File: src/rtl/spi_slave_sync.sv
`default_nettype none
// =============================================================================
// Module   : spi_slave_sync
// Brief    : Oversampled SPI slave (CPOL/CPHA, width, bit order) with RX/TX
//            valid/ready streams. Define SPI_SLAVE_RX_FIFO_EN for an RX FIFO.
// Revision : 1.0
// =============================================================================
module spi_slave_sync #(
  parameter int DATA_WIDTH  = 8,
  parameter int CPOL        = 0,
  parameter int CPHA        = 0,
  parameter int MSB_FIRST   = 1,
  parameter int SYNC_STAGES = 2,
  parameter int FIFO_DEPTH  = 4
) (
  input  logic                  clk,
  input  logic                  i_rst,
  input  logic                  i_spi_sck,
  input  logic                  i_spi_mosi,
  input  logic                  i_spi_cs,
  output logic                  o_spi_miso,
  input  logic [DATA_WIDTH-1:0] i_tx_data,
  input  logic                  i_tx_valid,
  output logic                  o_tx_ready,
  output logic [DATA_WIDTH-1:0] o_rx_data,
  output logic                  o_rx_valid,
  input  logic                  i_rx_ready,
  output logic                  o_overrun,
  output logic                  o_underrun,
  output logic                  o_busy
);

  localparam int         CW         = $clog2(DATA_WIDTH);
  localparam logic [0:0] c_IDLE     = 1'b0;
  localparam logic [0:0] c_ACTIVE   = 1'b1;
  localparam logic       c_SCK_IDLE = (CPOL != 0);

  logic [SYNC_STAGES-1:0] r_sck_sync, r_cs_sync, r_mosi_sync;
  logic                   r_sck_d, r_cs_d;
  logic                   w_sck, w_cs, w_mosi;
  logic                   w_rise, w_fall, w_lead, w_trail, w_sample, w_shift, w_cs_fall;

  // Chains reset to the idle pin levels so reset release never fakes an edge
  always_ff @(posedge clk or posedge i_rst) begin
    if (i_rst) begin
      r_sck_sync  <= {SYNC_STAGES{c_SCK_IDLE}};
      r_cs_sync   <= '1;
      r_mosi_sync <= '0;
      r_sck_d     <= c_SCK_IDLE;
      r_cs_d      <= 1'b1;
    end else begin
      r_sck_sync  <= {r_sck_sync[SYNC_STAGES-2:0], i_spi_sck};
      r_cs_sync   <= {r_cs_sync[SYNC_STAGES-2:0], i_spi_cs};
      r_mosi_sync <= {r_mosi_sync[SYNC_STAGES-2:0], i_spi_mosi};
      r_sck_d     <= w_sck;
      r_cs_d      <= w_cs;
    end
  end

  assign w_sck     = r_sck_sync[SYNC_STAGES-1];
  assign w_cs      = r_cs_sync[SYNC_STAGES-1];
  assign w_mosi    = r_mosi_sync[SYNC_STAGES-1];
  assign w_rise    = w_sck & ~r_sck_d;
  assign w_fall    = ~w_sck & r_sck_d;
  assign w_lead    = c_SCK_IDLE ? w_fall : w_rise;
  assign w_trail   = c_SCK_IDLE ? w_rise : w_fall;
  assign w_sample  = (CPHA != 0) ? w_trail : w_lead;
  assign w_shift   = (CPHA != 0) ? w_lead : w_trail;
  assign w_cs_fall = r_cs_d & ~w_cs;

  logic [0:0]            r_state;
  logic [CW-1:0]         r_bit_cnt;
  logic [DATA_WIDTH-1:0] r_tx_shift, r_rx_shift, r_hold;
  logic [DATA_WIDTH-1:0] w_tx_next, w_rx_next;
  logic                  r_hold_full, r_skip, r_done, r_underrun;
  logic                  w_active, w_run, w_load, w_tx_wr, w_tx_bit;

  generate
    if (MSB_FIRST != 0) begin : g_msb
      assign w_tx_bit  = r_tx_shift[DATA_WIDTH-1];
      assign w_tx_next = {r_tx_shift[DATA_WIDTH-2:0], 1'b0};
      assign w_rx_next = {r_rx_shift[DATA_WIDTH-2:0], w_mosi};
    end else begin : g_lsb
      assign w_tx_bit  = r_tx_shift[0];
      assign w_tx_next = {1'b0, r_tx_shift[DATA_WIDTH-1:1]};
      assign w_rx_next = {w_mosi, r_rx_shift[DATA_WIDTH-1:1]};
    end
  endgenerate

  assign w_active = (r_state == c_ACTIVE);
  assign w_run    = w_active & ~w_cs;
  assign w_load   = (~w_active & w_cs_fall) | (w_run & r_done);
  assign w_tx_wr  = i_tx_valid & ~r_hold_full;

  // r_skip swallows the first shift edge after a load: for CPHA=1 that is the
  // first leading edge; for CPHA=0 it is the trailing edge of the word just ended.
  always_ff @(posedge clk or posedge i_rst) begin
    if (i_rst) begin
      r_state     <= c_IDLE;
      r_bit_cnt   <= '0;
      r_tx_shift  <= '0;
      r_rx_shift  <= '0;
      r_hold      <= '0;
      r_hold_full <= 1'b0;
      r_skip      <= 1'b0;
      r_done      <= 1'b0;
      r_underrun  <= 1'b0;
    end else begin
      r_done     <= 1'b0;
      r_underrun <= 1'b0;
      if (w_tx_wr && !w_load) begin
        r_hold      <= i_tx_data;
        r_hold_full <= 1'b1;
      end
      if (w_load) begin
        r_skip <= (CPHA != 0) || w_active;
        if (r_hold_full) begin
          r_tx_shift  <= r_hold;
          r_hold_full <= 1'b0;
        end else if (i_tx_valid) begin
          r_tx_shift <= i_tx_data;
        end else begin
          r_tx_shift <= '0;
          r_underrun <= 1'b1;
        end
      end else if (w_run && w_shift) begin
        if (r_skip) r_skip <= 1'b0;
        else        r_tx_shift <= w_tx_next;
      end
      if (w_run && w_sample) begin
        r_rx_shift <= w_rx_next;
        if (r_bit_cnt == CW'(DATA_WIDTH - 1)) begin
          r_bit_cnt <= '0;
          r_done    <= 1'b1;
        end else begin
          r_bit_cnt <= r_bit_cnt + CW'(1);
        end
      end
      if (!w_active && w_cs_fall) begin
        r_state   <= c_ACTIVE;
        r_bit_cnt <= '0;
      end else if (w_active && w_cs) begin
        r_state <= c_IDLE;
      end
    end
  end

  assign o_spi_miso = w_active & w_tx_bit;
  assign o_tx_ready = ~r_hold_full;
  assign o_underrun = r_underrun;
  assign o_busy     = w_active;

  logic r_overrun;
  logic w_accept;

`ifdef SPI_SLAVE_RX_FIFO_EN
  localparam int AW = $clog2(FIFO_DEPTH);

  logic [DATA_WIDTH-1:0] r_fifo [FIFO_DEPTH];
  logic [AW:0]           r_wr_ptr, r_rd_ptr, w_count;
  logic                  w_full, w_empty, w_push;

  assign w_count  = r_wr_ptr - r_rd_ptr;
  assign w_full   = (w_count == (AW+1)'(FIFO_DEPTH));
  assign w_empty  = (w_count == '0);
  assign w_accept = ~w_empty & i_rx_ready;
  assign w_push   = r_done & (~w_full | w_accept);

  always_ff @(posedge clk or posedge i_rst) begin
    if (i_rst) begin
      for (int i = 0; i < FIFO_DEPTH; i++) r_fifo[i] <= '0;
      r_wr_ptr  <= '0;
      r_rd_ptr  <= '0;
      r_overrun <= 1'b0;
    end else begin
      r_overrun <= r_done & ~w_push;
      if (w_push) begin
        r_fifo[r_wr_ptr[AW-1:0]] <= r_rx_shift;
        r_wr_ptr                 <= r_wr_ptr + (AW+1)'(1);
      end
      if (w_accept) r_rd_ptr <= r_rd_ptr + (AW+1)'(1);
    end
  end

  assign o_rx_data  = r_fifo[r_rd_ptr[AW-1:0]];
  assign o_rx_valid = ~w_empty;
`else
  logic [DATA_WIDTH-1:0] r_rx_data;
  logic                  r_rx_valid;
  logic                  w_unused_cfg;

  assign w_accept     = r_rx_valid & i_rx_ready;
  assign w_unused_cfg = (FIFO_DEPTH > 0);

  always_ff @(posedge clk or posedge i_rst) begin
    if (i_rst) begin
      r_rx_data  <= '0;
      r_rx_valid <= 1'b0;
      r_overrun  <= 1'b0;
    end else begin
      r_overrun <= 1'b0;
      if (r_done) begin
        if (!r_rx_valid || w_accept) begin
          r_rx_data  <= r_rx_shift;
          r_rx_valid <= 1'b1;
        end else begin
          r_overrun <= 1'b1;
        end
      end else if (w_accept) begin
        r_rx_valid <= 1'b0;
      end
    end
  end

  assign o_rx_data  = r_rx_data;
  assign o_rx_valid = r_rx_valid;
`endif

  assign o_overrun = r_overrun;

endmodule
`default_nettype wire

File: config.mk
export PLATFORM = sky130hd
export DESIGN_NAME = spi_slave_sync
export DESIGN_NICKNAME = d
export VERILOG_FILES = /design/src/rtl/spi_slave_sync.sv
export SDC_FILE = /design/constraint.sdc
export NUM_CORES = 1
export LEC_CHECK = 0
export ABC_AREA = 1
export BUFFER_PORTS_ARGS = -buffer_cell sky130_fd_sc_hd__buf_2
export CORE_MARGIN = 2
export CORE_UTILIZATION = 60
export CTS_BUF_LIST = sky130_fd_sc_hd__clkbuf_4 sky130_fd_sc_hd__clkbuf_8
export CTS_CLUSTER_SIZE = 16
export DETAILED_ROUTE_END_ITERATION = 8
export PLACE_DENSITY = 0.83
export SLEW_MARGIN = 20
export SYNTH_ARGS = -nofsm -noshare
export SYNTH_HDL_FRONTEND = slang
export SYNTH_SLANG_ARGS = --single-unit
File: constraint.sdc
create_clock -name clk -period 2.2 [get_ports clk]
set_clock_uncertainty 0.15 [all_clocks]
set_input_delay 0.22 -clock clk [delete_from_list [all_inputs] [get_ports clk]]
set_output_delay 0.22 -clock clk [all_outputs]
set_load 0.005 [all_outputs]
Word level (Yosys, flattened, before mapping)
Cells that the tools add are included.

storage, ports and cells
  register bits after elaboration = 50
  input port bits = 15
  output and inout port bits = 14
  logic and storage cells = 77

operators by class
  add/sub/neg operators = 1
  equal/unequal tests = 3
  mux-type cells = 25
  bitwise operators = 15
  reduce and logical (&&, ||, !) cells = 16

operators by type and width
  operator               number
  $mux W8                5
  $mux W1                17
  $and A1 B1 Y1          9
  $mux W3                3
  $reduce_bool A2 Y1     4
  $reduce_and A2 Y1      3
  $logic_and A1 B1 Y1    5
  $not A1 Y1             5
  $ne A2 B1 Y1 const B   2
  $add A3 B1 Y3 const B  1
  $eq A3 B3 Y1 const B   1
  $logic_not A1 Y1       3
  $logic_or A1 B1 Y1     1
  $or A1 B1 Y1           1

Logic depth before layout (Yosys ltp)
Gate-level depths: netlist of run 1.

  depth after elaboration = 9
  gate-level depth with buffers = 9
  depth with buffers taken out = 7

Worst setup path before layout of run 1
Ideal clock, no wire load.

  path kind = register to register
  from = register r_cs_sync[1]
  to = register r_hold[1]
  setup time = 0.123 ns
  data arrival time = 1.143 ns
  data required time = 1.927 ns
  setup slack = 0.784 ns
  cell stages (with the launch flop) = 7
  path buffers = 1
  period minus slack after synthesis = 1.416 ns
  cells stage by stage = dfstp_2 inv_2 nand3_4 nand2_8 buf_6 o21ai_0 nand2_1

on the way
  longest elaborated chain between the ends = 6
  elaborated cells on any way between the ends = 8
  those cells by class = 6 x bitwise; 2 x reduce/logical

ends and longest elaborated chain
  item                                     RTL line  text
  start: declaration                       38        logic [SYNC_STAGES-1:0] r_sck_sync, r_cs_sync, r_mosi_sync;
  start signal: assignment                 53        r_cs_sync <= {r_cs_sync[SYNC_STAGES-2:0], i_spi_cs};
  $not A1 Y1 *                             69, 91
  $and A1 B1 Y1, on equally long branches  69, 91
  $and A1 B1 Y1                            92        assign w_load = (~w_active & w_cs_fall) | (w_run & r_done);
  $or A1 B1 Y1 *                           92
  $logic_not A1 Y1 *                       111       if (w_tx_wr && !w_load) begin
  $logic_and A1 B1 Y1 *                    111
  end signal: assignment                   112       r_hold <= i_tx_data;
  end: declaration                         73        logic [DATA_WIDTH-1:0] r_tx_shift, r_rx_shift, r_hold;

Every way passes the cells marked *; elsewhere a longest branch is shown, timed or not.
A chain may end at the register's enable or synchronous reset.

Final worst setup path of run 1
  from = register r_hold_full
  to = register r_hold[1]

on the way
  longest elaborated chain between the ends = 3

ends and longest elaborated chain
  item                      RTL line  text
  start: declaration        75        logic r_hold_full, r_skip, r_done, r_underrun;
  start signal: assignment  104       r_hold_full <= 1'b0;
  start signal: assignment  113       r_hold_full <= 1'b1;
  start signal: assignment  119       r_hold_full <= 1'b0;
  $not A1 Y1                93        assign w_tx_wr = i_tx_valid & ~r_hold_full;
  $and A1 B1 Y1             93
  $logic_and A1 B1 Y1       111

No other way between the ends.

==> flow_metrics.env, run 1 <==
export IMPL_dr_pass1_iters=4
export IMPL_post_route_min_period_ns=1.70
export IMPL_die_width_um=64.4
export IMPL_drtAntennaViolNets=0
export IMPL_ir_drop_mv=0.524
export IMPL_core_area_mm2=0.00342
export IMPL_tightest_slew_ns=0.586
export IMPL_track_usage_pct=21.8
export IMPL_finalHoldViolations=0
export IMPL_fin_cells=326
export IMPL_post_cts_setup_buffers=0
export IMPL_syn_to_final_growth_pct=16.3
export IMPL_utilization_pct=74.5
export IMPL_wire_per_inst_um=11.7
export IMPL_critPathLaunchType="register"
export IMPL_cp_end_kind="register"
export IMPL_initial_core_util_pct=64.1
export IMPL_crit_required_ns=2.37
export IMPL_synth_edff_count=0
export IMPL_cp_common_cell="nand2_1"
export IMPL_synthFlopType="dfrtp_1"
export IMPL_diodes=0
export IMPL_cts_buffer_depth=2
export IMPL_crit_path_max_fanout=12
export IMPL_ys_top_cells_by_count="nand2_1, dfrtp_1, nand3_1"
export IMPL_final_setup_viol_count=0
export IMPL_crit_family="simple AND/OR/NAND/NOR gates"
export IMPL_die_area_mm2=0.00415
export IMPL_synthTopCellsByArea="dfrtp_1, nand2_1, nand3_1"
export IMPL_synth_seq_cells=50
export IMPL_crit_slowest_cell="dfrtp_1"
export IMPL_portBuffers=28
export IMPL_ios=29
export IMPL_min_path_type="reg2reg"
export IMPL_synth_area_mm2=0.00219
export IMPL_synthMostInstantiatedCell="nand2_1"
export IMPL_path_cells="inv_1 -> nand2_1 -> nor2_4 -> nand2_1 -> nand2_1"
export IMPL_finalPower_mw=1.98
export IMPL_fmax_ghz=0.589
export IMPL_routed_wl_um=3810
export IMPL_run_status="finished clean"
export IMPL_synth_nets=253
export IMPL_cts_tree="yes"
export IMPL_yosysSeqAreaShare_pct=57.3
export IMPL_first_global_vias=1503
export IMPL_yosysTopAreaCell="dfrtp_1"
export IMPL_vias_per_cell=5.04
export IMPL_clk_pin_slew_worst_paths_ns=0.13
export IMPL_finalMaxSlewViolations=0
export IMPL_powerDensity_mw_per_mm2=778
export IMPL_layout_drive_gt1_share_pct=21.4
export IMPL_nNetsFinal=296
export IMPL_synthDistinctLibCells=22
export IMPL_synthCells=236
export IMPL_dp_hpwl_um=2540
export IMPL_cts_buffers=5
export IMPL_clock_root_buffer="clkbuf_4"
export IMPL_grt_max_degree=51
export IMPL_path_buf_inv=1
export IMPL_timing_hold_ws_ns=0.219
export IMPL_clkSinkCount=50
export IMPL_cap_violations=0
export IMPL_relSlewSlack_pct=60.9
export IMPL_min_period_over_period_pct=77.2
export IMPL_arrival_ns=1.87
export IMPL_placed_cells=304
export IMPL_rows=21
export IMPL_vias=1644
export IMPL_clkLatencyLatePin_ns=0.37
export IMPL_grt_pass1_wl_um=6820
export IMPL_synthArstFlopShare_pct=100
export IMPL_drc=0
export IMPL_setup_tns_ns=0
export IMPL_path_class="reg2reg"
export IMPL_slowest_delay_ns=0.49
export IMPL_drtIter0Drc=106
export IMPL_synthDominantCellAreaShare_pct=53.7
export IMPL_die_h_um=64.4
export IMPL_grt_remaining_overflow=0
export IMPL_place_congestion=0.811
export IMPL_grt_setup_unrepaired="no"
export IMPL_antenna_found_initial=0
export IMPL_fillers=242
export IMPL_cts_htree_levels=2
export IMPL_p_leak_nw=1.35
export IMPL_yosys_warnings=0
export IMPL_syn_mean_instance_area_um2=9.27
-- cell usage in the layout (no fill, tap or decap) --
master	count
nand2_1	89
dfrtp_1	47
buf_2	28
nand3_1	24
o21ai_0	17
inv_1	15
dlygate4sd3_1	14
nor2_1	7
o21ai_2	7
clkbuf_4	6
inv_2	4
nand3_4	3
o21ai_1	3
dfstp_2	3
nor2_4	2
ha_1	2
nand2_8	1
inv_4	1
nand3b_4	1
nand2_4	1
nor3_1	1
a21oi_1	1
clkbuf_8	1
clkinv_2	1
buf_4	1
-- what timing repair did --
item,in CTS,in global routing
hold endpoints to repair,61,0
hold buffers,14,0
resized for setup,0,0
-- worst register-to-register path: stages (launching register included) --
cell and delay (ns):
dfrtp_1 0.49, inv_1 0.28, nand2_1 0.29, nor2_4 0.28, nand2_1 0.08, nand2_1 0.08
-- per-stage QoR --
| step | instance area (um2) | worst slack (ns) |
|---|---|---|
| finish | 2540 | 0.501 |
| global route | 2540 | 0.320 |
| CTS | 2540 | 0.499 |
| detailed placement | 2340 | 0.583 |
| global placement | 2340 | 0.622 |
| floorplan | 2190 | 0.634 |
-- layer usage --
layer  GRT usage (%)  wire length, um  vias to the layer above
li1                -                -                      837
met5               0                0                        -
met1            29.2             1780                      753
met3            6.34              237                        7
met2            33.7             1720                       47
met4            8.78               67                        0
-- where the power goes --
group / internal, mW / switching [mW] / leakage [nW] / total (mW)
clock: 0.168 / 0.274 / 0.0387 / 0.441
combinational: 0.159 / 0.227 / 0.667 / 0.386
sequential: 1.06 / 0.0921 / 0.648 / 1.15
total: 1.39 / 0.593 / 1.35 / 1.98
-- logic make-up (layout without fill, tap and decap cells) --
family          count (synthesis)  in the layout  share of synthesized area [%]
simple gates                  129            129                           28.0
flops                          50             50                           57.3
compound gates                 28             28                           7.60
buf+inv                        27             71                           5.95
fa+ha+maj                       2              2                           1.14
-- layout make-up --
class / instances / area [um2] / share of cell area [%]
Sequential cell: 50 / 1250 / 49.3
Timing Repair Buffer: 43 / 288 / 11.3
Clock inverter: 1 / 5.00 / 0.197
Inverter: 20 / 77.6 / 3.05
Tap cell: 46 / 57.6 / 2.26
Multi-Input combinational cell: 159 / 803 / 31.6
Clock buffer: 7 / 58.8 / 2.31
-- registers in the layout, summed over array words and instances (netlist names), 2 cells and up --
| signal | flops |
|---|---|
| o_rx_data | 8 |
| r_hold | 8 |
| r_rx_shift | 8 |
| r_tx_shift | 8 |
| r_bit_cnt | 3 |
| r_cs_sync | 2 |
| r_mosi_sync | 2 |
| r_sck_sync | 2 |
-- path summary, 6_finish.rpt --
| path | start | endpoint | slack (ns) | depth (start not counted) |
|---|---|---|---|---|
| setup / recovery | r_hold_full$_DFF_PP0_ | r_hold[1]$_DFFE_PP0P_ | 0.50 | 5 |
| hold / removal | r_mosi_sync[0]$_DFF_PP0_ | r_mosi_sync[1]$_DFF_PP0_ | 0.22 | 0 |
| setup reg to reg | r_hold_full$_DFF_PP0_ | r_hold[1]$_DFFE_PP0P_ | 0.50 | 5 |
| hold reg to reg | r_mosi_sync[0]$_DFF_PP0_ | r_mosi_sync[1]$_DFF_PP0_ | 0.22 | 0 |
| max in group asynchronous | i_rst | r_tx_shift[5]$_DFFE_PP0P_ | 1.13 | 4 |
| min in group asynchronous | i_rst | r_rx_shift[1]$_DFFE_PP0P_ | 0.38 | 4 |
Power figures use the tool's default switching activity.
==> run 2: changes to the inputs <==
--- a/config.mk
+++ b/config.mk
@@ -5,14 +5,14 @@
 export SDC_FILE = /design/constraint.sdc
 export NUM_CORES = 1
 export LEC_CHECK = 0
-export ABC_AREA = 1
+export ABC_AREA = 0
 export BUFFER_PORTS_ARGS = -buffer_cell sky130_fd_sc_hd__buf_2
 export CORE_MARGIN = 2
-export CORE_UTILIZATION = 60
+export CORE_UTILIZATION = 59
 export CTS_BUF_LIST = sky130_fd_sc_hd__clkbuf_4 sky130_fd_sc_hd__clkbuf_8
 export CTS_CLUSTER_SIZE = 16
 export DETAILED_ROUTE_END_ITERATION = 8
-export PLACE_DENSITY = 0.83
+export PLACE_DENSITY = 0.82
 export SLEW_MARGIN = 20
 export SYNTH_ARGS = -nofsm -noshare
 export SYNTH_HDL_FRONTEND = slang
==> constraint.sdc (replaced) <==
create_clock -name clk -period 1.6 [get_ports clk]
set_clock_uncertainty 0.15 [all_clocks]
set_input_delay 0.16 -clock clk [delete_from_list [all_inputs] [get_ports clk]]
set_output_delay 0.16 -clock clk [all_outputs]
set_load 0.005 [all_outputs]
==> run 2 against run 1 <==
Combinational power up 12%. Largest power group unchanged. Sequential power up 32%. Critical endpoint is now r_tx_shift[5]$_DFFE_PP0P_. Largest cell class unchanged. Hold slack worse by 0.069 ns. Critical path depth down 1.
==> flow_metrics.env, run 2 <==
export IMPL_synthArstFlopShare_pct=100
export IMPL_p_seq_share_pct=59.3
export IMPL_path_class="reg2reg"
export IMPL_ir_drop_mv=0.755
export IMPL_die_h_um=63.6
export IMPL_diodes=0
export IMPL_place_area_mm2=0.00235
export IMPL_utilization_pct=77.2
export IMPL_synthDistinctLibCells=34
export IMPL_fin_cells=254
export IMPL_r2r_end="r_tx_shift[5]$_DFFE_PP0P_"
export IMPL_first_global_vias=1488
export IMPL_p_comb_share_pct=16.8
export IMPL_powerDensity_mw_per_mm2=989
export IMPL_cts_tree="yes"
export IMPL_vias=1418
export IMPL_fmax_ghz=0.634
export IMPL_synthDominantCellAreaShare_pct=56.1
export IMPL_worstReg2RegStart="r_hold_full$_DFF_PP0_"
export IMPL_layout_common_cells="dfrtp_1, buf_2, mux2_2"
export IMPL_dr_pass1_iters=4
export IMPL_min_path_type="in2async"
export IMPL_arrival_ns=1.72
export IMPL_timing_reg2reg_setup_slack_ns=0.02
export IMPL_crit_required_ns=1.74
export IMPL_finalMaxSlewViolations=0
export IMPL_finalHoldViolations=0
export IMPL_wire_per_inst_um=16.1
export IMPL_p_int_mw=1.91
export IMPL_min_period_over_period_pct=98.6
export IMPL_setup_tns_ns=0
export IMPL_yosysTopAreaCell="dfrtp_1"
export IMPL_cp_end_kind="register"
export IMPL_clk_pin_slew_worst_paths_ns=0.14
export IMPL_die_area_mm2=0.00405
export IMPL_setup_worst_path_start="r_hold_full$_DFF_PP0_"
export IMPL_track_usage_pct=21.5
export IMPL_syn_mean_instance_area_um2=13.9
export IMPL_stdcell_area_mm2=0.00260
export IMPL_vias_per_cell=5.58
export IMPL_yosys_warnings=0
export IMPL_synth_edff_count=0
export IMPL_final_setup_viol_count=0
export IMPL_grt_remaining_overflow=0
export IMPL_p_leak_nw=1.25
export IMPL_critPathLaunchType="register"
export IMPL_drc=0
export IMPL_grt_pass1_wl_um=6610
export IMPL_synthMostInstantiatedCell="dfrtp_1"
export IMPL_grt_max_degree=21
export IMPL_rows=21
export IMPL_pwr_share_clk_pct=24.0
export IMPL_clkLatencyLatePin_ns=0.37
export IMPL_yosysSeqAreaShare_pct=59.8
export IMPL_switching_share_pct=25.5
export IMPL_final_common_cell="dfrtp_1"
export IMPL_tightest_slew_ns=0.394
export IMPL_ys_top_cells_by_count="dfrtp_1, mux2_2, inv_1, nor2_1, o21ai_0"
export IMPL_ff2ff_path_depth=4
export IMPL_clkSinkCount=50
export IMPL_synth_area_mm2=0.00210
export IMPL_clock_root_buffer="clkbuf_4"
export IMPL_layout_drive_gt1_share_pct=43.3
export IMPL_switching_power_mw=0.656
export IMPL_antenna_found_initial=0
export IMPL_cap_violations=0
export IMPL_relSlewSlack_pct=73.8
export IMPL_core_area_mm2=0.00336
export IMPL_synthFlopType="dfrtp_1"
export IMPL_cts_buffer_depth=2
export IMPL_post_route_min_period_ns=1.58
export IMPL_initial_core_util_pct=62.4
export IMPL_synth_seq_cells=50
export IMPL_cts_htree_levels=2
export IMPL_routed_wl_um=4090
export IMPL_synth_nets=168
export IMPL_place_congestion=0.827
export IMPL_ios=29
export IMPL_drtIter0Drc=68
export IMPL_portBuffers=28
export IMPL_cts_buffers=5
export IMPL_placed_cells=231
export IMPL_nNetsFinal=224
export IMPL_grt_setup_unrepaired="yes"
export IMPL_die_width_um=63.6
export IMPL_synthTopCellsByArea="dfrtp_1, mux2_2, dfstp_2"
export IMPL_drtAntennaViolNets=0
export IMPL_run_status="finished clean"
export IMPL_syn_to_final_growth_pct=23.8
export IMPL_dp_hpwl_um=2710
export IMPL_synthCells=151
export IMPL_crit_path_max_fanout=10
[run 2: changes by cell type after synthesis, sizes merged, moves of 4 or more]
cell     before  now
a22o          0    4
mux2          0   24
nand2        91    2
o32a          0    4
buf           6    2
o21ai        27    9
mux2i         0    4
a2bb2oi       0    4
inv          20    7
nand3        27    0
a31oi         0    4
[run 2: cell type report]
class	instances	area (um2)
Clock buffer	8	66.3
Fill cell	228	766
Tap cell	46	57.6
Multi-Input combinational cell	88	812
Inverter	7	26.3
Timing Repair Buffer	55	378
Sequential cell	50	1260
[run 2: cell families after synthesis]
kind of cell / share of synthesized area (%)
adder cells (fa/ha/maj): 1.19
flip-flops: 59.8
buffers and inverters: 2.74
multiplexers: 15.0
AO/OA/AOI/OAI: 12.8
AND/OR/NAND/NOR: 8.47
[run 2: metrics by stage]
step           hold WS (ns)  worst slack [ns]  total power [mW]
5_1_grt               0.183           -0.0333              2.70
3_5_place_dp         0.0206           -0.0282              1.92
6_report              0.150            0.0216              2.57
3_3_place_gp        0.00343           0.00244              1.89
4_1_cts               0.165           0.00208              2.56
2_1_floorplan        0.0145          0.000882              1.78
[run 2: repair_timing]
| item | 4_1_cts | 5_1_grt |
|---|---|---|
| gates resized for setup | 3 | 7 |
| hold buffers | 14 | 0 |
| endpoints found under the setup margin | 2 | 20 |
| endpoints found under the hold margin | 46 | 0 |
| pin swaps | 0 | 0 |
| setup buffers | 0 | 1 |
[run 2: power groups by stage]
stage	logic, mW	clock network (mW)	registers, mW
2_1_floorplan	0.285	0	1.50
3_3_place_gp	0.363	0	1.52
3_5_place_dp	0.385	0	1.53
4_1_cts	0.415	0.634	1.51
5_1_grt	0.472	0.685	1.54
6_report	0.431	0.616	1.52
[run 2: metal layers]
layer,routed length [um],vias to the layer above,track usage [%]
met5,0,-,0
li1,-,662,-
met1,1720,716,27.5
met2,2130,33,35.5
met3,171,7,4.64
met4,72,0,8.70
[run 2: worst max-delay path, cell delays in order (launching register included)]
cell       delay [ns]
dfrtp_2          0.51
nor2b_1          0.29
buf_4            0.20
a22o_1           0.20
a2bb2oi_2        0.15
[run 2: worst max-delay path by stage]
| stage | slack [ns] | cells after the start | to |
|---|---|---|---|
| 2_1_floorplan | 0.0009 | 3 | r_hold[0]$_DFFE_PP0P_ |
| 3_3_place_gp | 0.002 | 4 | r_tx_shift[7]$_DFFE_PP0P_ |
| 3_5_place_dp | -0.03 | 4 | r_tx_shift[6]$_DFFE_PP0P_ |
| 4_1_cts | 0.002 | 4 | r_tx_shift[7]$_DFFE_PP0P_ |
| 5_1_grt | -0.03 | 3 | r_hold[6]$_DFFE_PP0P_ |
| 6_report | 0.02 | 4 | r_tx_shift[5]$_DFFE_PP0P_ |
